### config.mk
export PLATFORM = sky130hd
export DESIGN_NAME = adder_slice_seq_flat
export DESIGN_NICKNAME = d
export VERILOG_FILES = /design/src/rtl/adder_pkg.sv /design/src/rtl/adder_slice_seq_if.sv /design/src/rtl/adder_slice.sv /design/src/rtl/adder_slice_seq.sv /design/src/flat_wrapper.sv
export SDC_FILE = /design/constraint.sdc
export NUM_CORES = 1
export LEC_CHECK = 0
export BUFFER_PORTS_ARGS = -buffer_cell sky130_fd_sc_hd__buf_4
export CORE_MARGIN = 2
export CORE_UTILIZATION = 43
export DETAILED_ROUTE_END_ITERATION = 7
export PLACE_DENSITY = 0.8
export SLEW_MARGIN = 20
export SYNTH_ARGS = -nofsm -noshare
export SYNTH_HDL_FRONTEND = slang
export SYNTH_SLANG_ARGS = --single-unit
export TNS_END_PERCENT = 50
### constraint.sdc
create_clock -name clk -period 2.9 [get_ports clk]
set_input_delay 0.145 -clock clk [delete_from_list [all_inputs] [get_ports clk]]
set_output_delay 0.145 -clock clk [all_outputs]
set_load 0.005 [all_outputs]
### src/rtl/adder_pkg.sv
// Shared types and constants for the serial slice-adder sequencer.
package adder_pkg;

  localparam int unsigned DEF_WIDTH = 32;
  localparam int unsigned DEF_SLICE = 5;

  typedef enum logic [1:0] {
    IDLE = 2'd0,
    RUN  = 2'd1,
    DONE = 2'd2
  } state_t;

  // Number of slices needed to cover width bits; the last slice may be partial.
  function automatic int unsigned nslice(input int unsigned width, input int unsigned slice);
    return (width + slice - 1) / slice;
  endfunction

endpackage

### src/rtl/adder_slice_seq_if.sv
// Operand request / result handshake bundle for adder_slice_seq.
interface adder_slice_seq_if
  import adder_pkg::*;
#(
  parameter int unsigned WIDTH = DEF_WIDTH
);

  logic             in_valid;
  logic             in_ready;
  logic [WIDTH-1:0] in_a;
  logic [WIDTH-1:0] in_b;
  logic             in_cin;
  logic             out_valid;
  logic             out_ready;
  logic [WIDTH-1:0] out_sum;
  logic             out_cout;
  logic             out_ovf;
  logic             busy;

  modport master (
    output in_valid, in_a, in_b, in_cin, out_ready,
    input  in_ready, out_valid, out_sum, out_cout, out_ovf, busy
  );

  modport slave (
    input  in_valid, in_a, in_b, in_cin, out_ready,
    output in_ready, out_valid, out_sum, out_cout, out_ovf, busy
  );

endinterface

### src/rtl/adder_slice.sv
// Combinational SLICE-bit adder partition; exact reference, replaceable by an approximated netlist.
module adder_slice #(
  parameter int unsigned SLICE = 5
) (
  input  logic [SLICE-1:0] a,
  input  logic [SLICE-1:0] b,
  input  logic             cin,
  output logic [SLICE-1:0] sum,
  output logic             cout
);

  assign {cout, sum} = (SLICE+1)'(a) + (SLICE+1)'(b) + (SLICE+1)'(cin);

endmodule

### src/rtl/adder_slice_seq.sv
// Serial adder: feeds one SLICE-bit slice per cycle through adder_slice, carry registered between slices.
module adder_slice_seq
  import adder_pkg::*;
#(
  parameter int unsigned WIDTH = DEF_WIDTH,
  parameter int unsigned SLICE = DEF_SLICE
) (
  input logic               clk,
  input logic               rst,
  adder_slice_seq_if.slave  bus
);

  localparam int unsigned NSLICE = nslice(WIDTH, SLICE);
  localparam int unsigned IDX_W  = (NSLICE > 1) ? $clog2(NSLICE) : 1;
  localparam int unsigned PAD_W  = NSLICE * SLICE;
  localparam int unsigned BASE_W = (PAD_W > 1) ? $clog2(PAD_W) : 1;
  localparam int unsigned LAST_W = WIDTH - (NSLICE - 1) * SLICE;
  localparam logic [IDX_W-1:0] LAST_IDX = IDX_W'(NSLICE - 1);

  state_t           state_q, state_d;
  logic             in_ready_q, out_valid_q, busy_q;
  logic [WIDTH-1:0] a_q, b_q, sum_q;
  logic             carry_q, cout_q, ovf_q;
  logic [IDX_W-1:0] idx_q;

  logic              accept_c, release_c, last_c;
  logic [BASE_W-1:0] base_c;
  logic [SLICE-1:0]  slice_a_c, slice_b_c, slice_sum_c;
  logic              slice_cout_c, final_cout_c, final_ovf_c;
  logic [WIDTH-1:0]  sum_d_c, slice_mask_c;

  assign accept_c  = bus.in_valid & in_ready_q;
  assign release_c = out_valid_q & bus.out_ready;
  assign last_c    = (state_q == RUN) && (idx_q == LAST_IDX);

  // FSM state and registered handshake flags
  always_ff @(posedge clk) begin
    if (rst) begin
      state_q     <= IDLE;
      in_ready_q  <= 1'b1;
      out_valid_q <= 1'b0;
      busy_q      <= 1'b0;
    end else begin
      state_q     <= state_d;
      in_ready_q  <= (state_d == IDLE);
      out_valid_q <= (state_d == DONE);
      busy_q      <= (state_d != IDLE);
    end
  end

  always_comb begin
    state_d = state_q;
    case (state_q)
      IDLE:    if (accept_c)  state_d = RUN;
      RUN:     if (last_c)    state_d = DONE;
      DONE:    if (release_c) state_d = IDLE;
      default:                state_d = IDLE;
    endcase
  end

  // Slice mux: right shift zero-fills, so a partial last slice sees zeros above WIDTH-1.
  assign base_c    = BASE_W'(32'(idx_q) * SLICE);
  assign slice_a_c = SLICE'(a_q >> base_c);
  assign slice_b_c = SLICE'(b_q >> base_c);

  adder_slice #(.SLICE(SLICE)) u_slice (
    .a    (slice_a_c),
    .b    (slice_b_c),
    .cin  (carry_q),
    .sum  (slice_sum_c),
    .cout (slice_cout_c)
  );

  // Slice demux into the sum register; bits beyond WIDTH fall off the shift.
  assign slice_mask_c = WIDTH'({SLICE{1'b1}}) << base_c;
  assign sum_d_c      = (sum_q & ~slice_mask_c) | (WIDTH'(slice_sum_c) << base_c);

  // Final carry is the carry out of bit WIDTH-1, not of the slice's top bit.
  if (LAST_W == SLICE) begin : g_full_last
    assign final_cout_c = slice_cout_c;
  end else begin : g_partial_last
    assign final_cout_c = slice_sum_c[LAST_W];
  end

  assign final_ovf_c = (a_q[WIDTH-1] == b_q[WIDTH-1]) &&
                       (slice_sum_c[LAST_W-1] != a_q[WIDTH-1]);

  // Operand, carry, index and result registers
  always_ff @(posedge clk) begin
    if (rst) begin
      a_q     <= '0;
      b_q     <= '0;
      sum_q   <= '0;
      carry_q <= 1'b0;
      cout_q  <= 1'b0;
      ovf_q   <= 1'b0;
      idx_q   <= '0;
    end else begin
      case (state_q)
        IDLE: begin
          if (accept_c) begin
            a_q     <= bus.in_a;
            b_q     <= bus.in_b;
            carry_q <= bus.in_cin;
            idx_q   <= '0;
          end
        end
        RUN: begin
          sum_q   <= sum_d_c;
          carry_q <= slice_cout_c;
          if (last_c) begin
            idx_q  <= '0;
            cout_q <= final_cout_c;
            ovf_q  <= final_ovf_c;
          end else begin
            idx_q  <= idx_q + IDX_W'(1);
          end
        end
        default: ;
      endcase
    end
  end

  assign bus.in_ready  = in_ready_q;
  assign bus.out_valid = out_valid_q;
  assign bus.busy      = busy_q;
  assign bus.out_sum   = sum_q;
  assign bus.out_cout  = cout_q;
  assign bus.out_ovf   = ovf_q;

endmodule

### src/flat_wrapper.sv
// flat-port wrapper written by rule: the top's interface ports become plain ports
module adder_slice_seq_flat import adder_pkg::*;
#(
  parameter int unsigned WIDTH = DEF_WIDTH,
  parameter int unsigned SLICE = DEF_SLICE
)
  (clk, rst, bus_in_valid, bus_in_a, bus_in_b, bus_in_cin, bus_out_ready, bus_in_ready, bus_out_valid, bus_out_sum, bus_out_cout, bus_out_ovf, bus_busy);
  adder_slice_seq_if #(.WIDTH(WIDTH)) bus_i ();
  input logic clk;
  input logic rst;
  input wire logic [$bits(bus_i.in_valid)-1:0] bus_in_valid;
  input wire logic [$bits(bus_i.in_a)-1:0] bus_in_a;
  input wire logic [$bits(bus_i.in_b)-1:0] bus_in_b;
  input wire logic [$bits(bus_i.in_cin)-1:0] bus_in_cin;
  input wire logic [$bits(bus_i.out_ready)-1:0] bus_out_ready;
  output wire logic [$bits(bus_i.in_ready)-1:0] bus_in_ready;
  output wire logic [$bits(bus_i.out_valid)-1:0] bus_out_valid;
  output wire logic [$bits(bus_i.out_sum)-1:0] bus_out_sum;
  output wire logic [$bits(bus_i.out_cout)-1:0] bus_out_cout;
  output wire logic [$bits(bus_i.out_ovf)-1:0] bus_out_ovf;
  output wire logic [$bits(bus_i.busy)-1:0] bus_busy;
  assign bus_i.in_valid = bus_in_valid;
  assign bus_i.in_a = bus_in_a;
  assign bus_i.in_b = bus_in_b;
  assign bus_i.in_cin = bus_in_cin;
  assign bus_i.out_ready = bus_out_ready;
  assign bus_in_ready = bus_i.in_ready;
  assign bus_out_valid = bus_i.out_valid;
  assign bus_out_sum = bus_i.out_sum;
  assign bus_out_cout = bus_i.out_cout;
  assign bus_out_ovf = bus_i.out_ovf;
  assign bus_busy = bus_i.busy;
  adder_slice_seq #(.WIDTH(WIDTH), .SLICE(SLICE)) u_core (.clk(clk), .rst(rst), .bus(bus_i));
endmodule
==> impl_metrics.py <==
metrics = {
    "run_status": {
        "status": "complete, no violations",
    },
    "clocking": {
        "post_cts_buffers": 0,
        "clkSlewWorstSetupHoldPaths_ns": 0.10,
        "clock-sinks": 107,
        "clock_latency_ns": 0.37,
        "cts-htree-levels": 3,
        "tritoncts": "built",
        "root_buffer": "clkbuf_8",
        "cts_buffer_depth": 2,
        "numCtsBuffers": 9,
    },
    "logic_synthesis": {
        "avgSynthCellArea_um2": 8.46,
        "synth_edf_count": 0,
        "synth_top_cell_by_area": "dfxtp_1",
        "yosysSeqAreaShare_pct": 45.1,
        "synth_area_mm2": 0.00474,
        "synth_cell_types": 39,
        "syn_inst": 561,
        "synthesis.nets": 641,
        "yosys-top-cells-area": "dfxtp_1 (45%), nand2_1 (12%), a21oi_1 (8.1%)",
        "yosys_warnings": 0,
        "yosysTopAreaCellShare_pct": 45.1,
        "async_reset_ff_share_pct": 0,
        "ys_ff_latch": 107,
        "synth-main-ff-cell": "dfxtp_1",
    },
    "timing": {
        "worst_pin_slew_ns": 0.855,
        "max_freq_mhz": 369,
        "fin_tns_setup_ns": 0,
        "skew_ns": 0.0150,
        "rsz0062_at_grt": "no",
        "final.min_clock_period_ns": 2.71,
        "drv_slew": 0,
        "finalHoldViolCount": 0,
        "slew_headroom_pct": 42.8,
        "finalSetupViolCount": 0,
        "min_period_over_period_pct": 93.5,
    },
    "power": {
        "leakage_uw": 0.00231,
        "peakVddDrop_mv": 0.276,
        "p_comb_share_pct": 16.5,
        "power_density_mw_per_mm2": 535,
        "switching_share_pct": 27.8,
        "power.switching_uw": 872,
        "intPower_uw": 2260,
        "clkPwrFrac_pct": 32.6,
        "seqPwrFrac_pct": 51.0,
    },
    "place": {
        "io_buffers": 105,
        "gp_congestion": 0.903,
        "hpwl_um": 8800,
        "place_area_mm2": 0.00557,
    },
    "worst_setup_path": {
        "critPathArrivalTime_ns": 3.02,
        "reg2reg_depth": 10,
        "timing.rr.start": "u_core.idx_q[0]$_SDFFE_PP0P_",
        "max_stage_delay_ns": 0.49,
        "r2r_end": "u_core.bus.out_ovf$_SDFFE_PP0P_",
        "crit_buf_inv": 1,
        "slowest_stage": "mux4_2",
        "critical_path.endpoint_type": "flip-flop",
        "critical_path_class": "reg2reg",
        "r2r_slack_ns": 0.19,
        "start_kind": "flip-flop",
        "path_cells": "mux4_2 -> nand2_1 -> o21ai_1 -> fa_1 -> inv_1 -> fa_1 -> or3_1 -> a21oi_1 -> a21oi_1 -> nor2_1",
        "path_max_fanout": 6,
        "cp_top_family": "adder cells",
        "worstPathRequired_ns": 3.21,
    },
    "finish": {
        "final_common_cell": "nand2_1",
        "nets": 733,
        "stdcell_area_mm2": 0.00586,
        "layout-drive-gt1-share_pct": 23.3,
        "area_delta_synth_final_pct": 23.4,
        "mostFrequentLayoutCells": "nand2_1 (156), buf_4 (119), dfxtp_1 (106)",
        "antenna_cells": 0,
    },
    "hold_path": {
        "whs_path_depth": 3,
        "hp-start": "bus_in_a[7]",
        "hold_class": "in2reg",
        "holdPathEnd": "u_core.a_q[7]$_SDFFE_PP0P_",
    },
    "detailed_routing": {
        "highest_layer": "met4",
        "vias": 4379,
        "drt-met1-wl_um": 5240,
        "wl_met3_um": 707,
        "drt_iter0_drc": 248,
        "routed_via_density": 5.49,
        "wl_per_cell_um": 15.2,
        "ant_nets": 0,
        "first_pass_iters": 4,
        "drc_errors": 0,
        "wl_met2_um": 5900,
        "drt-total-wl_um": 12100,
    },
    "die": {
        "num_io_pins": 106,
        "die-area_mm2": 0.0119,
        "rows": 38,
        "fp.dieW_um": 109,
        "die_h_um": 109,
        "core_mm2": 0.0108,
        "start_util_pct": 44.0,
    },
    "global_routing": {
        "grt_pass1_wl_um": 19500,
        "antenna_found_initial": 0,
        "grt.overflow.total": 0,
        "grt_start_max_net_pins": 66,
        "first_global_vias": 4163,
        "grtUsageTotal_pct": 20.9,
    },
    "flow_run": {
        "drv_cap": 0,
    },
}
==> area by class of cell <==
class	instances	area, µm²
clock buffer	10	128
clock inverter	6	97.6
fill	972	4940
multi-input combinational	403	2340
timing repair buffer	124	943
tap	140	175
sequential	107	2150
inverter	8	30.0
==> worst reg2reg max path, cell delays in order (launching register included) <==
cell,delay (ns)
dfxtp_4,0.40
mux4_2,0.49
nand2_1,0.07
o21ai_1,0.08
fa_1,0.43
inv_1,0.09
fa_1,0.46
or3_1,0.33
a21oi_1,0.15
a21oi_1,0.06
nor2_1,0.09
==> kinds of logic after synthesis <==
logic type | share of synthesized area, %
multiplexers | 7.96
flip-flops | 45.1
AO/OA/AOI/OAI | 16.1
XOR/XNOR | 0.185
AND/OR/NAND/NOR | 21.5
adder cells (fa/ha/maj) | 3.22
buffers and inverters | 5.83
==> cells in the mapped netlist (9+ instances only) <==
library cell,n
a32oi_1,16
mux4_2,10
a21oi_1,77
buf_4,12
ha_1,9
mux2i_1,13
nor2_1,36
dfxtp_1,107
clkbuf_1,18
nand4_1,18
nand2_1,156
o221ai_1,12
nand3_1,16
==> metal layers <==
metal | track usage (%) | vias up
met5 | 0 | -
met4 | 7.42 | 0
met3 | 3.47 | 23
met2 | 35.1 | 163
met1 | 26.9 | 2061
li1 | - | 2132
==> per-stage QoR <==
stage / util [%] / instances / hold WS, ns / total power [µW] / setup slack [ns]
final: 54.3 / 798 / 0.0131 / 3130 / 0.190
after global routing: 54.3 / 798 / 0.00260 / 3270 / 0.00166
after CTS: 54.2 / 798 / 0.0000928 / 3150 / 0.0544
after detailed placement: 51.6 / 777 / 0.403 / 2140 / 0.0902
after global placement: 51.6 / 777 / 0.397 / 2120 / 0.123
after floorplan: - / 561 / 0.281 / 1960 / 0.0407
==> flip-flops by register name, summed over array words and instances, names as in the netlist <==
register,flops
u_core.a_q,32
u_core.idx_q,3
u_core.bus.out_valid,1
u_core.state_q,2
u_core.bus.busy,1
u_core.bus.in_ready,1
u_core.carry_q,1
u_core.b_q,32
u_core.bus.out_sum,32
u_core.bus.out_cout,1
u_core.bus.out_ovf,1
==> how the worst max path moves through the flow <==
stage / cells past startpoint / start / to / slack (ns)
2_1_floorplan: 12 / u_core.idx_q[0]$_SDFFE_PP0P_ / u_core.bus.out_ovf$_SDFFE_PP0P_ / 0.04
3_3_place_gp: 10 / u_core.idx_q[0]$_SDFFE_PP0P_ / u_core.bus.out_ovf$_SDFFE_PP0P_ / 0.12
3_5_place_dp: 11 / u_core.idx_q[0]$_SDFFE_PP0P_ / u_core.bus.out_sum[4]$_SDFFE_PP0P_ / 0.09
4_1_cts: 11 / u_core.idx_q[0]$_SDFFE_PP0P_ / u_core.bus.out_sum[4]$_SDFFE_PP0P_ / 0.05
5_1_grt: 10 / u_core.idx_q[0]$_SDFFE_PP0P_ / u_core.bus.out_ovf$_SDFFE_PP0P_ / 0.002
6_report: 10 / u_core.idx_q[0]$_SDFFE_PP0P_ / u_core.bus.out_ovf$_SDFFE_PP0P_ / 0.19
==> timing repair <==
action,in CTS,in global routing
gates resized for setup,0,3
endpoints found under the setup margin,0,9
endpoints found under the hold margin,5,0
hold buffers,5,0
==> power groups by stage <==
| stage | logic, µW | clock network [µW] | registers (µW) |
|---|---|---|---|
| after floorplan | 348 | 0 | 1610 |
| after global placement | 490 | 0 | 1630 |
| after detailed placement | 505 | 0 | 1630 |
| after CTS | 514 | 1030 | 1600 |
| after global routing | 571 | 1090 | 1610 |
| final | 516 | 1020 | 1600 |
(Power assumes the default switching activity.)
